**src/rtl/jt49_mix_dcrm.sv**
```systemverilog
// jt49_mix_dcrm: output stage for the PSG.
// It weights channels A/B/C by their 4-bit gains and sums them with a single
// shared multiplier. A moving-average DC estimate is then subtracted, and the
// result is emitted as a signed 16-bit sample with a one-cycle valid pulse.
module jt49_mix_dcrm #(
  parameter int AVG_LOG2 = 6
) (
  input  logic        clk,
  input  logic        rst_n,
  input  logic        cen,
  input  logic [7:0]  A,
  input  logic [7:0]  B,
  input  logic [7:0]  C,
  input  logic [3:0]  gainA,
  input  logic [3:0]  gainB,
  input  logic [3:0]  gainC,
  output logic [15:0] sample,
  output logic        sample_vld,
  output logic        busy,
  output logic        overrun
);

  localparam int DATA_W = 8;
  localparam int COEF_W = 4;
  localparam int PROD_W = DATA_W + COEF_W;
  localparam int SUM_W  = 14;
  localparam int ACC_W  = SUM_W + AVG_LOG2;
  localparam int DEPTH  = 1 << AVG_LOG2;
  localparam logic [AVG_LOG2:0] FILL_FULL = (AVG_LOG2+1)'(DEPTH);

  typedef enum logic [2:0] {
    IDLE = 3'd0,
    MULA = 3'd1,
    MULB = 3'd2,
    MULC = 3'd3,
    AVG  = 3'd4,
    OUT  = 3'd5
  } state_t;

  state_t state, state_nxt;

  // Holding registers: the inputs are captured only when a request is accepted.
  logic [DATA_W-1:0] a_l, b_l, c_l;
  logic [COEF_W-1:0] ga_l, gb_l, gc_l;

  // Multiplier operands and running sum.
  logic [DATA_W-1:0] mul_x;
  logic [COEF_W-1:0] mul_g;
  logic [PROD_W-1:0] prod;
  logic [SUM_W-1:0]  sum;

  // DC estimator state.
  logic [ACC_W-1:0]    acc;
  logic [AVG_LOG2-1:0] wr_ptr;
  logic [AVG_LOG2:0]   fill;
  logic [SUM_W-1:0]    dc_buf [DEPTH];
  logic [SUM_W-1:0]    old_val;
  logic [SUM_W-1:0]    mean;

  // Remove the DC estimate from the mixed sum.
  // Both operands are at most 14 bits wide, so the 16-bit signed difference
  // cannot wrap.
  function automatic logic signed [15:0] dc_remove(input logic [SUM_W-1:0] s,
                                                   input logic [SUM_W-1:0] m);
    logic signed [15:0] se;
    logic signed [15:0] me;
    se = signed'(16'(s));
    me = signed'(16'(m));
    return se - me;
  endfunction

  assign busy = (state != IDLE);

  // The oldest entry leaves the window only once the window has filled.
  // Until then the buffer can hold stale data, so that data is masked to zero.
  assign old_val = (fill == FILL_FULL) ? dc_buf[wr_ptr] : '0;
  assign mean    = acc[ACC_W-1:AVG_LOG2];

  // Steer the shared multiplier to the channel that the current state handles.
  always_comb begin
    mul_x = a_l;
    mul_g = ga_l;
    case (state)
      MULB: begin
        mul_x = b_l;
        mul_g = gb_l;
      end
      MULC: begin
        mul_x = c_l;
        mul_g = gc_l;
      end
      default: ;
    endcase
  end

  assign prod = PROD_W'(mul_x) * PROD_W'(mul_g);

  // State register.
  always_ff @(posedge clk or negedge rst_n) begin
    if (!rst_n) state <= IDLE;
    else        state <= state_nxt;
  end

  // Next-state sequencing: one sample walks through every state exactly once.
  always_comb begin
    state_nxt = state;
    case (state)
      IDLE:    if (cen) state_nxt = MULA;
      MULA:    state_nxt = MULB;
      MULB:    state_nxt = MULC;
      MULC:    state_nxt = AVG;
      AVG:     state_nxt = OUT;
      OUT:     state_nxt = IDLE;
      default: state_nxt = IDLE;
    endcase
  end

  // Capture channel levels and gains when a request is accepted.
  always_ff @(posedge clk) begin
    if (state == IDLE && cen) begin
      a_l  <= A;
      b_l  <= B;
      c_l  <= C;
      ga_l <= gainA;
      gb_l <= gainB;
      gc_l <= gainC;
    end
  end

  // Window history; fill masks its stale contents, so it is left unreset.
  always_ff @(posedge clk) begin
    if (state == AVG) dc_buf[wr_ptr] <= sum;
  end

  // Accumulate the mix, update the DC estimate and emit the sample.
  always_ff @(posedge clk or negedge rst_n) begin
    if (!rst_n) begin
      sum        <= '0;
      acc        <= '0;
      wr_ptr     <= '0;
      fill       <= '0;
      sample     <= '0;
      sample_vld <= 1'b0;
      overrun    <= 1'b0;
    end else begin
      if (busy && cen) overrun <= 1'b1;
      case (state)
        MULA: sum <= SUM_W'(prod);
        MULB: sum <= sum + SUM_W'(prod);
        MULC: sum <= sum + SUM_W'(prod);
        AVG: begin
          sample     <= dc_remove(sum, mean);
          sample_vld <= 1'b1;
          acc        <= acc + ACC_W'(sum) - ACC_W'(old_val);
          wr_ptr     <= wr_ptr + 1'b1;
          if (fill != FILL_FULL) fill <= fill + 1'b1;
        end
        OUT: sample_vld <= 1'b0;
        default: ;
      endcase
    end
  end

endmodule
```
**config.mk**
```make
export PLATFORM = sky130hd
export DESIGN_NAME = jt49_mix_dcrm
export DESIGN_NICKNAME = d
export VERILOG_FILES = /design/src/rtl/jt49_mix_dcrm.sv
export SDC_FILE = /design/constraint.sdc
export NUM_CORES = 1
export LEC_CHECK = 0
export ABC_AREA = 0
export CAP_MARGIN = 15
export CORE_MARGIN = 5
export CORE_UTILIZATION = 45
export DETAILED_ROUTE_END_ITERATION = 12
export GPL_TIMING_DRIVEN = 0
export PLACE_DENSITY = 0.61
export REMOVE_ABC_BUFFERS = 1
export SYNTH_ARGS = -nofsm -noshare
export SYNTH_HDL_FRONTEND = slang
export SYNTH_SLANG_ARGS = --single-unit
```
**constraint.sdc**
```tcl
create_clock -name clk -period 10.5 [get_ports clk]
set_input_delay 2.1 -clock clk [delete_from_list [all_inputs] [get_ports clk]]
set_output_delay 2.1 -clock clk [all_outputs]
set_load 0.005 [all_outputs]
```
==> results, run 1 <==
- The synthesized design spends more area on one cell type than any other, namely sky130_fd_sc_hd__edfxtp_1.
- The maximum number of pins on one net before global-route repair is 58.
- Yosys printed 0 warnings.
- The setup TNS is 0 ns.
- The TritonCTS clock tree is done.
- The count of nets left with antenna violations once routing finished came out at 0.
- The total buffers and inverters traversed by the critical path is 3.
- The number of endpoints with negative hold slack in the final report is 0.
- The slew at the pin closest to its max-slew limit is 1.16 ns.
- After synthesis, the most frequently instantiated cells are 932 x sky130_fd_sc_hd__edfxtp_1, 179 x sky130_fd_sc_hd__nor2_1, 119 x sky130_fd_sc_hd__nand2_1.
- The number of clock sinks is 999.
- After clock tree synthesis, the flow added hold-fix buffers numbering 0.
- The clock buffer count from CTS is 99.
- The smallest hold slack is 0.468 ns.
- The fraction of layout cells with a size suffix above 1 is 18.4%.
- At the end of routability-driven placement, the weighted congestion stood at 0.888.
- The number of levels the H-tree was split into is 3.
- By instance count, the leading cell after synthesis is sky130_fd_sc_hd__edfxtp_1.
- Setup repair after global routing left no endpoint under its margin.
- The leakage power is 16.2 nW.
- The number of setup buffers added after CTS is 0.
- The master of the slowest instance on the critical path is sky130_fd_sc_hd__a2111oi_0.
- Synthesis handed over a netlist of 2,647 instances.
- Timing would allow up to 140 MHz.
- The post-synthesis area per instance is 16.0 sq um.
- The insertion delay of the later-clocked pin in the worst-skew pair is 0.69 ns.
- The clock period could shrink to 7.17 ns.
- IR analysis of the VDD net gives a maximum drop of 0.000273 V.
- Data on the critical path arrives at its endpoint at 7.75 ns.
- The number of global-route vias before repair came to 24,569.
- The residual overflow from global routing is 0.
- The layout filler cell count is 7,443.
- Walking the worst path, the cells encountered are buf_16 > buf_16 > nand2b_1 > nor2_1 > a221oi_1 > o22ai_1 > nor4_1 > a31oi_1 > fa_1 > inv_1 > ha_1 > nand4_1 > a21oi_1 > o21ai_0 > a2111oi_0 > o21ai_0 > nand3_1.
- The top flip-flop cell by instance count after synthesis is sky130_fd_sc_hd__edfxtp_1.
- The number of placed cells counting well taps is 3,890.
- The count of input and output buffers is 57.
- Summing the sequential cell areas from Yosys gives 69.9% of the chip area.
- The number of detailed-routing iterations run before antenna repair is 6.
- For this run, the slowest stage of the critical path takes 1.00 ns.
- STA classifies the critical path startpoint as a flop.
- The largest buffer count on any clock path is 3.
- The number of antenna violations at the first check in global routing is 0.
- The initial detailed-routing violation count is 2,974.
- The clock skew is 0.0432 ns.
- The final-report max-slew violation count came to 0.
- The number of unique standard cell types used by synthesis is 83.
- Ranked by total cell area, the synthesized netlist is headed by sky130_fd_sc_hd__edfxtp_1 66%, sky130_fd_sc_hd__mux4_2 5.1%, sky130_fd_sc_hd__dfrtp_1 4.0%, sky130_fd_sc_hd__ha_1 2.0%, sky130_fd_sc_hd__mux2_2 1.8%.
- STA puts the critical path data required time at 11.08 ns.
- The run finished with clean final reports.
- The count of flip-flops with a built-in enable after synthesis is 932.
- The number of register bits inferred by synthesis is 999.
- The share of synthesized registers carrying an async set or reset is 6.71%.
- The starting density of the core is 45.4%.
- After detailed routing, the average wire length per cell comes to 28.3 um.
- The finished cells cover 48,900 sq um.
- The category of the most critical setup path is reg -> reg.
- The post-cts repair resize count is 0.
- In this run the horizontal extent of the chip is 317 um.
- The number of nets at the end of the flow is 2,874.
- The number of maximum-capacitance violations is 0.
- The first-pass GRT wire length is 168,000 um.
- The routed layout has 25,017 vias.
- The worst hold path belongs to the class reg -> reg.
- Measured against its own limit, the worst slew margin works out to 21.9%.
- The placed standard-cell area is 45,500 sq um.
- The die height is 317 um.
- Dividing total power by cell area gives a power density of 315 nW/um^2.
- The cell row count is 112.
- The clock transition time at the flip-flop clock pins of the worst setup and hold paths is 0.06 ns.
- The largest fanout of any net on the critical path is 41.
- The total wirelength of the detailed-routed design is 115,000 um.
- The worst setup path is captured at a flop.
- After synthesis the cells add up to 42,400 sq um.
- The DRC violation count after routing is 0.
- The count of cells in the finished layout, fillers not included, comes to 4,080.
- The final critical-path setup slack is 3.33 ns.
- The area enclosed by the die boundary is 101,000 sq um.
- In this run the clock root is driven by a sky130_fd_sc_hd__clkbuf_16.
- In this run the count of I/O pins placed on the die edge is 58.
- The family with the most delay on the worst path is compound AO/OA/AOI/OAI gates.
- The placed wire-length estimate is 72,400 um.
- The final-report setup violation count is 0.
- The setup slack at placement is 3.43 ns.
- After floorplanning, the core was sized to cover 93,500 sq um.
- The area growth from synthesis to layout is 15.3%.
- In the global route stage, overall resource usage came out at 22.8%.
- In the routed layout, each cell is associated on average with a via count of 6.13.
- The top cell type by area accounts for 65.9% of the synthesized area.
- The final critical path takes up 68.2% of the cycle.
[worst paths after layout]
check                                 startpoint                     to  slack (ns)  depth (start not counted)
max                        wr_ptr[1]$_DFFE_PN0P_    acc[19]$_DFFE_PN0P_        3.33                         17
max in group asynchronous                  rst_n  wr_ptr[1]$_DFFE_PN0P_        8.61                          2
min                          overrun$_DFFE_PN0P_    overrun$_DFFE_PN0P_        0.47                          1
min reg2reg                  overrun$_DFFE_PN0P_    overrun$_DFFE_PN0P_        0.47                          1
min in group asynchronous                  rst_n    acc[18]$_DFFE_PN0P_        1.30                          1
max reg2reg                wr_ptr[1]$_DFFE_PN0P_    acc[19]$_DFFE_PN0P_        3.33                         17
[sequential cells by signal, indices dropped and copies added (netlist names)]
name        cells
gc_l            4
ga_l            4
acc            20
fill            7
sample         15
state           3
wr_ptr          6
c_l             8
overrun         1
dc_buf        896
sample_vld      1
gb_l            4
b_l             8
a_l             8
sum            14
[metrics by stage]
stage / power (W) / utilization, %
after floorplan: 0.00963 / -
after global placement: 0.0117 / 46.7
after detailed placement: 0.0117 / 48.7
after CTS: 0.0154 / 52.3
after global routing: 0.0162 / 52.4
final: 0.0154 / 52.4
[per-layer routing]
metal	routed length (um)	GRT usage, %	up-vias
li1	-	-	10693
met3	10900	4.44	197
met5	0	0	-
met2	54300	36.3	1250
met4	4520	8.71	0
met1	45600	31.5	12877
[area by class of cell]
| type | instances | area [sq um] | area share (%) |
|---|---|---|---|
| clock buffers | 126 | 2660 | 5.44 |
| flip-flops and latches | 999 | 29700 | 60.7 |
| clock inverters | 61 | 757 | 1.55 |
| diodes | 1 | 2.50 | 0.00511 |
| inverters | 99 | 377 | 0.770 |
| well taps | 1254 | 1570 | 3.21 |
| multi-input cells | 1397 | 11700 | 24.0 |
| repair buffers | 143 | 2140 | 4.38 |
[worst register-to-register path, delay by kind of cell, from the launching register on]
family / cells / cell delay [ns]
AOI/OAI and AO/OA: 7 / 2.84
and+or+nand+nor: 5 / 1.74
adders and majority gates: 2 / 0.97
DFF: 1 / 0.88
buffers and inverters: 3 / 0.66
[cell usage in the layout (no fill, tap or decap), types with 69 or more instances in the layout]
master                      count
sky130_fd_sc_hd__nand2_1      118
sky130_fd_sc_hd__mux2i_1       73
sky130_fd_sc_hd__nor2_1       112
sky130_fd_sc_hd__o21ai_0       98
sky130_fd_sc_hd__a21oi_1      100
sky130_fd_sc_hd__mux4_2        96
sky130_fd_sc_hd__clkbuf_16    100
sky130_fd_sc_hd__a221oi_1      86
sky130_fd_sc_hd__inv_1         96
sky130_fd_sc_hd__mux2_2        69
sky130_fd_sc_hd__edfxtp_1     932
[report_power, final]
part | internal (W) | total (W) | leakage, nW | switching, W
Clock | 0.00213 | 0.00366 | 1.64 | 0.00153
Sequential | 0.00497 | 0.00541 | 9.20 | 0.000439
Combinational | 0.00248 | 0.00635 | 5.38 | 0.00386
[cells by family (layout without fill, tap and decap cells)]
| group | Yosys count | in the layout | share of synthesized area [%] |
|---|---|---|---|
| flops | 999 | 999 | 69.9 |
| compound gates | 579 | 579 | 9.60 |
| simple gates | 445 | 445 | 4.76 |
| buf+inv | 251 | 429 | 2.98 |
| mux | 238 | 238 | 8.65 |
| fa+ha+maj | 96 | 96 | 3.33 |
| xor+xnor | 39 | 39 | 0.805 |
| other cells | 0 | 1 | 0 |
(Power assumes the default switching activity.)
==> inputs of run 2 (changes only) <==
--- a/config.mk
+++ b/config.mk
@@ -11,7 +11,7 @@
 export CORE_UTILIZATION = 45
 export DETAILED_ROUTE_END_ITERATION = 12
 export GPL_TIMING_DRIVEN = 0
-export PLACE_DENSITY = 0.61
+export PLACE_DENSITY = 0.64
 export REMOVE_ABC_BUFFERS = 1
 export SYNTH_ARGS = -nofsm -noshare
 export SYNTH_HDL_FRONTEND = slang
==> constraint.sdc (replaced) <==
create_clock -name clk -period 6.5 [get_ports clk]
set_input_delay 1.3 -clock clk [delete_from_list [all_inputs] [get_ports clk]]
set_output_delay 1.3 -clock clk [all_outputs]
set_load 0.005 [all_outputs]
==> results, run 2 (synthesized netlist as in run 1, its figures left out) <==
- The run finished with clean final reports.
- The insertion delay of the later-clocked pin in the worst-skew pair is 0.68 ns (about the same).
- The cell row count came to 112 (unchanged).
- Setup repair after global routing left no endpoint under its margin.
- The number of placed cells counting well taps is 3,881 (-0.23%).
- The layout overhead on the synthesized area is 14.7%.
- The number of cells on the worst hold path was 1 (unchanged).
- The initial detailed-routing violation count is 2,940 (-1.1%).
- The required time of the critical path was 7.05 ns (-4.03 ns).
- The kind of capture point of the worst setup path is a flop.
- The placed wire-length estimate is 70,900 um (-2.1%).
- The terminating pin of the worst hold path is overrun$_DFFE_PN0P_.
- The arrival time of data at the critical path endpoint is 6.87 ns (-0.88 ns).
- The setup TNS was 0 ns (unchanged).
- The core footprint is 93,500 sq um (unchanged).
- The share of the cycle needed by the critical path after routing is 97.1% (+29 points).
- The number of endpoints with negative hold slack in the final report was 0 (unchanged).
- The largest registers in the layout are dc_buf: 896 flops, acc: 20 flops, sample: 15 flops.
- The clock skew came to 0.0405 ns (-0.00271 ns).
- The slew at the pin closest to its max-slew limit is 1.25 ns (+0.0937 ns).
- The library cell used most frequently in the layout, excluding fill and tap cells, is sky130_fd_sc_hd__edfxtp_1.
- The number of nets with antenna violations after routing is 0 (unchanged).
- The number of levels the H-tree was split into was 3 (unchanged).
- The ratio of routed vias to standard cells came to 6.15 (+0.34%).
- The worst flop-to-flop path startpoint is wr_ptr[2]$_DFFE_PN0P_.
- The overall fraction of global-route tracks in use is 22.2% (-0.53 points).
- The die height is 317 um (unchanged).
- The number of top-level pins was 58 (unchanged).
- The residual overflow from global routing was 0 (unchanged).
- The starting density of the core came to 45.4% (unchanged).
- The category of the most critical setup path is reg -> reg.
- The width of the chip is 317 um (unchanged).
- In this run the most critical hold path is launched from overrun$_DFFE_PN0P_.
- The number of maximum-capacitance violations is 0 (unchanged).
- The count of input and output buffers came to 57 (unchanged).
- Leaving out fill and tap cells, the most frequent cells in the layout are 932 x sky130_fd_sc_hd__edfxtp_1, 118 x sky130_fd_sc_hd__nand2_1, 113 x sky130_fd_sc_hd__nor2_1, 100 x sky130_fd_sc_hd__a21oi_1, 99 x sky130_fd_sc_hd__clkbuf_16.
- The DRC violation count after routing is 0 (unchanged).
- The ratio of total power to cell area is 509 nW/um^2 (+61%).
- The worst reg-to-reg setup slack came to 0.19 ns (-3.15 ns).
- The first-pass GRT wire length is 165,000 um (-1.5%).
- The number of nets at the end of the flow came to 2,862 (-0.42%).
- The final-report max-slew violation count was 0 (unchanged).
- The worst register-to-register path ends at acc[16]$_DFFE_PN0P_.
- The number of clock sinks is 999 (unchanged).
- The final period demand of the worst path is 6.31 ns (-0.853 ns).
- The largest fanout of any net on the critical path is 47 (+15%).
- The critical path startpoint category is a flop.
- The achievable clock frequency is 158 MHz (+14%).
- The routability congestion estimate from global placement is 0.877 (-1.2%).
- The flip-flop count of the largest register, all copies and words added is 896 (unchanged).
- The number of cell instances on the worst register-to-register path is 17 (unchanged).
- The maximum vdd drop is 0.000498 V (+82%).
- The number of global-route vias before repair was 24,584 (+0.061%).
- TritonCTS built the clock tree.
- The total wirelength of the detailed-routed design is 113,000 um (-2.1%).
- The leakage power came to 16.1 nW (-0.75%).
- The number of antenna violations at the first check in global routing is 1 (+1).
- The number of buffers inserted to repair setup after CTS is 0 (unchanged).
- The routed wirelength normalized by instance count is 27.8 um (-1.6%).
- The clock transition time at the flip-flop clock pins of the worst setup and hold paths is 0.07 ns (about the same).
- The via count of the routed design is 24,980 (-0.15%).
- The area enclosed by the die boundary is 101,000 sq um (unchanged).
- The placed standard-cell area is 45,300 sq um (-0.38%).
- The clock buffer count from CTS is 97 (-2.0%).
- The root cell of the clock tree is sky130_fd_sc_hd__clkbuf_16.
- The number of standard cells in the final layout excluding fillers is 4,060 (-0.49%).
- The fraction of layout cells with a size suffix above 1 is 18.4% (about the same).
- The final-report setup violation count is 0 (unchanged).
- The area of all placed cells without fillers came to 48,700 sq um (-0.54%).
- The number of detailed-routing iterations run before antenna repair is 8 (+2).
- The largest buffer count on any clock path came to 3 (unchanged).
- The maximum number of pins on one net before global-route repair was 68 (+17%).
- The smallest hold slack is 0.459 ns (-0.00891 ns).
- The total of hold buffers inserted after clock tree synthesis was 0 (unchanged).
- The class of the most critical hold timing path is reg -> reg.
- The worst slew slack as a fraction of its limit came to 16.3% (-5.6 points).
- The register with the most flip-flops in the final layout is dc_buf.
run 2: cell types whose count changed in the layout (fill, tap and decap cells not counted), moves of 2 or more:
cell / previous run / this run
sky130_fd_sc_hd__buf_8: 39 / 30
sky130_fd_sc_hd__clkbuf_8: 6 / 1
sky130_fd_sc_hd__buf_16: 15 / 13
sky130_fd_sc_hd__clkinv_2: 12 / 21
sky130_fd_sc_hd__clkinv_1: 21 / 16
sky130_fd_sc_hd__clkbuf_1: 20 / 12
run 2: area by class of cell:
| cell class | count | area, sq um |
|---|---|---|
| fill | 7412 | 44800 |
| sequential | 999 | 29700 |
| multi-input combinational | 1397 | 11800 |
| clock buffer | 112 | 2540 |
| timing repair buffer | 133 | 1950 |
| tap | 1254 | 1570 |
| clock inverter | 65 | 778 |
| inverter | 99 | 379 |
| antenna | 1 | 2.50 |
run 2: how the worst max path moves through the flow:
stage	start	to	slack, ns	cells after the start
2_1_floorplan	wr_ptr[0]$_DFFE_PN0P_	acc[16]$_DFFE_PN0P_	-3.00	15
3_3_place_gp	wr_ptr[2]$_DFFE_PN0P_	acc[19]$_DFFE_PN0P_	-12.15	15
3_5_place_dp	wr_ptr[2]$_DFFE_PN0P_	acc[19]$_DFFE_PN0P_	-0.31	17
4_1_cts	wr_ptr[2]$_DFFE_PN0P_	acc[19]$_DFFE_PN0P_	0.004	16
5_1_grt	wr_ptr[2]$_DFFE_PN0P_	acc[19]$_DFFE_PN0P_	0.006	17
6_report	wr_ptr[2]$_DFFE_PN0P_	acc[16]$_DFFE_PN0P_	0.19	17
run 2: per-layer routing:
layer / routed length (um) / vias up / global-route usage, %
met5: 0 / - / 0
met4: 4300 / 0 / 8.42
met3: 10600 / 227 / 4.62
met2: 54000 / 1250 / 35.8
met1: 44000 / 12852 / 30.2
li1: - / 10651 / -
run 2: what timing repair did:
item | in CTS | in global routing
resized for setup | 4 | 7
endpoints found under the hold margin | 0 | 0
endpoints found under the setup margin | 4 | 6
run 2: critical path, stage by stage, from the launching register on:
cell                       delay [ns]
sky130_fd_sc_hd__dfrtp_4         0.83
sky130_fd_sc_hd__buf_12          0.31
sky130_fd_sc_hd__buf_16          0.28
sky130_fd_sc_hd__and2_2          0.56
sky130_fd_sc_hd__buf_12          0.26
sky130_fd_sc_hd__a221oi_1        0.11
sky130_fd_sc_hd__o21ai_0         0.76
sky130_fd_sc_hd__a211oi_1        0.19
sky130_fd_sc_hd__a31oi_1         0.59
sky130_fd_sc_hd__fa_1            0.53
sky130_fd_sc_hd__inv_1           0.07
sky130_fd_sc_hd__ha_1            0.27
sky130_fd_sc_hd__a21oi_1         0.16
sky130_fd_sc_hd__nor2_1          0.08
sky130_fd_sc_hd__a22oi_1         0.22
sky130_fd_sc_hd__a21oi_1         0.17
sky130_fd_sc_hd__o31ai_1         0.33
sky130_fd_sc_hd__mux2_2          0.37
run 2: where the power goes:
group          internal [W]  switching [W]
clock               0.00338        0.00245
combinational       0.00396        0.00624
sequential          0.00803       0.000695
run 2: per-stage QoR:
stage	utilization [%]	total power, W	setup WS [ns]
2_1_floorplan	-	0.0156	-3.00
3_3_place_gp	46.7	0.0188	-12.15
3_5_place_dp	48.5	0.0188	-0.307
4_1_cts	52.0	0.0247	0.00363
5_1_grt	52.1	0.0260	0.00648
6_report	52.1	0.0248	0.187
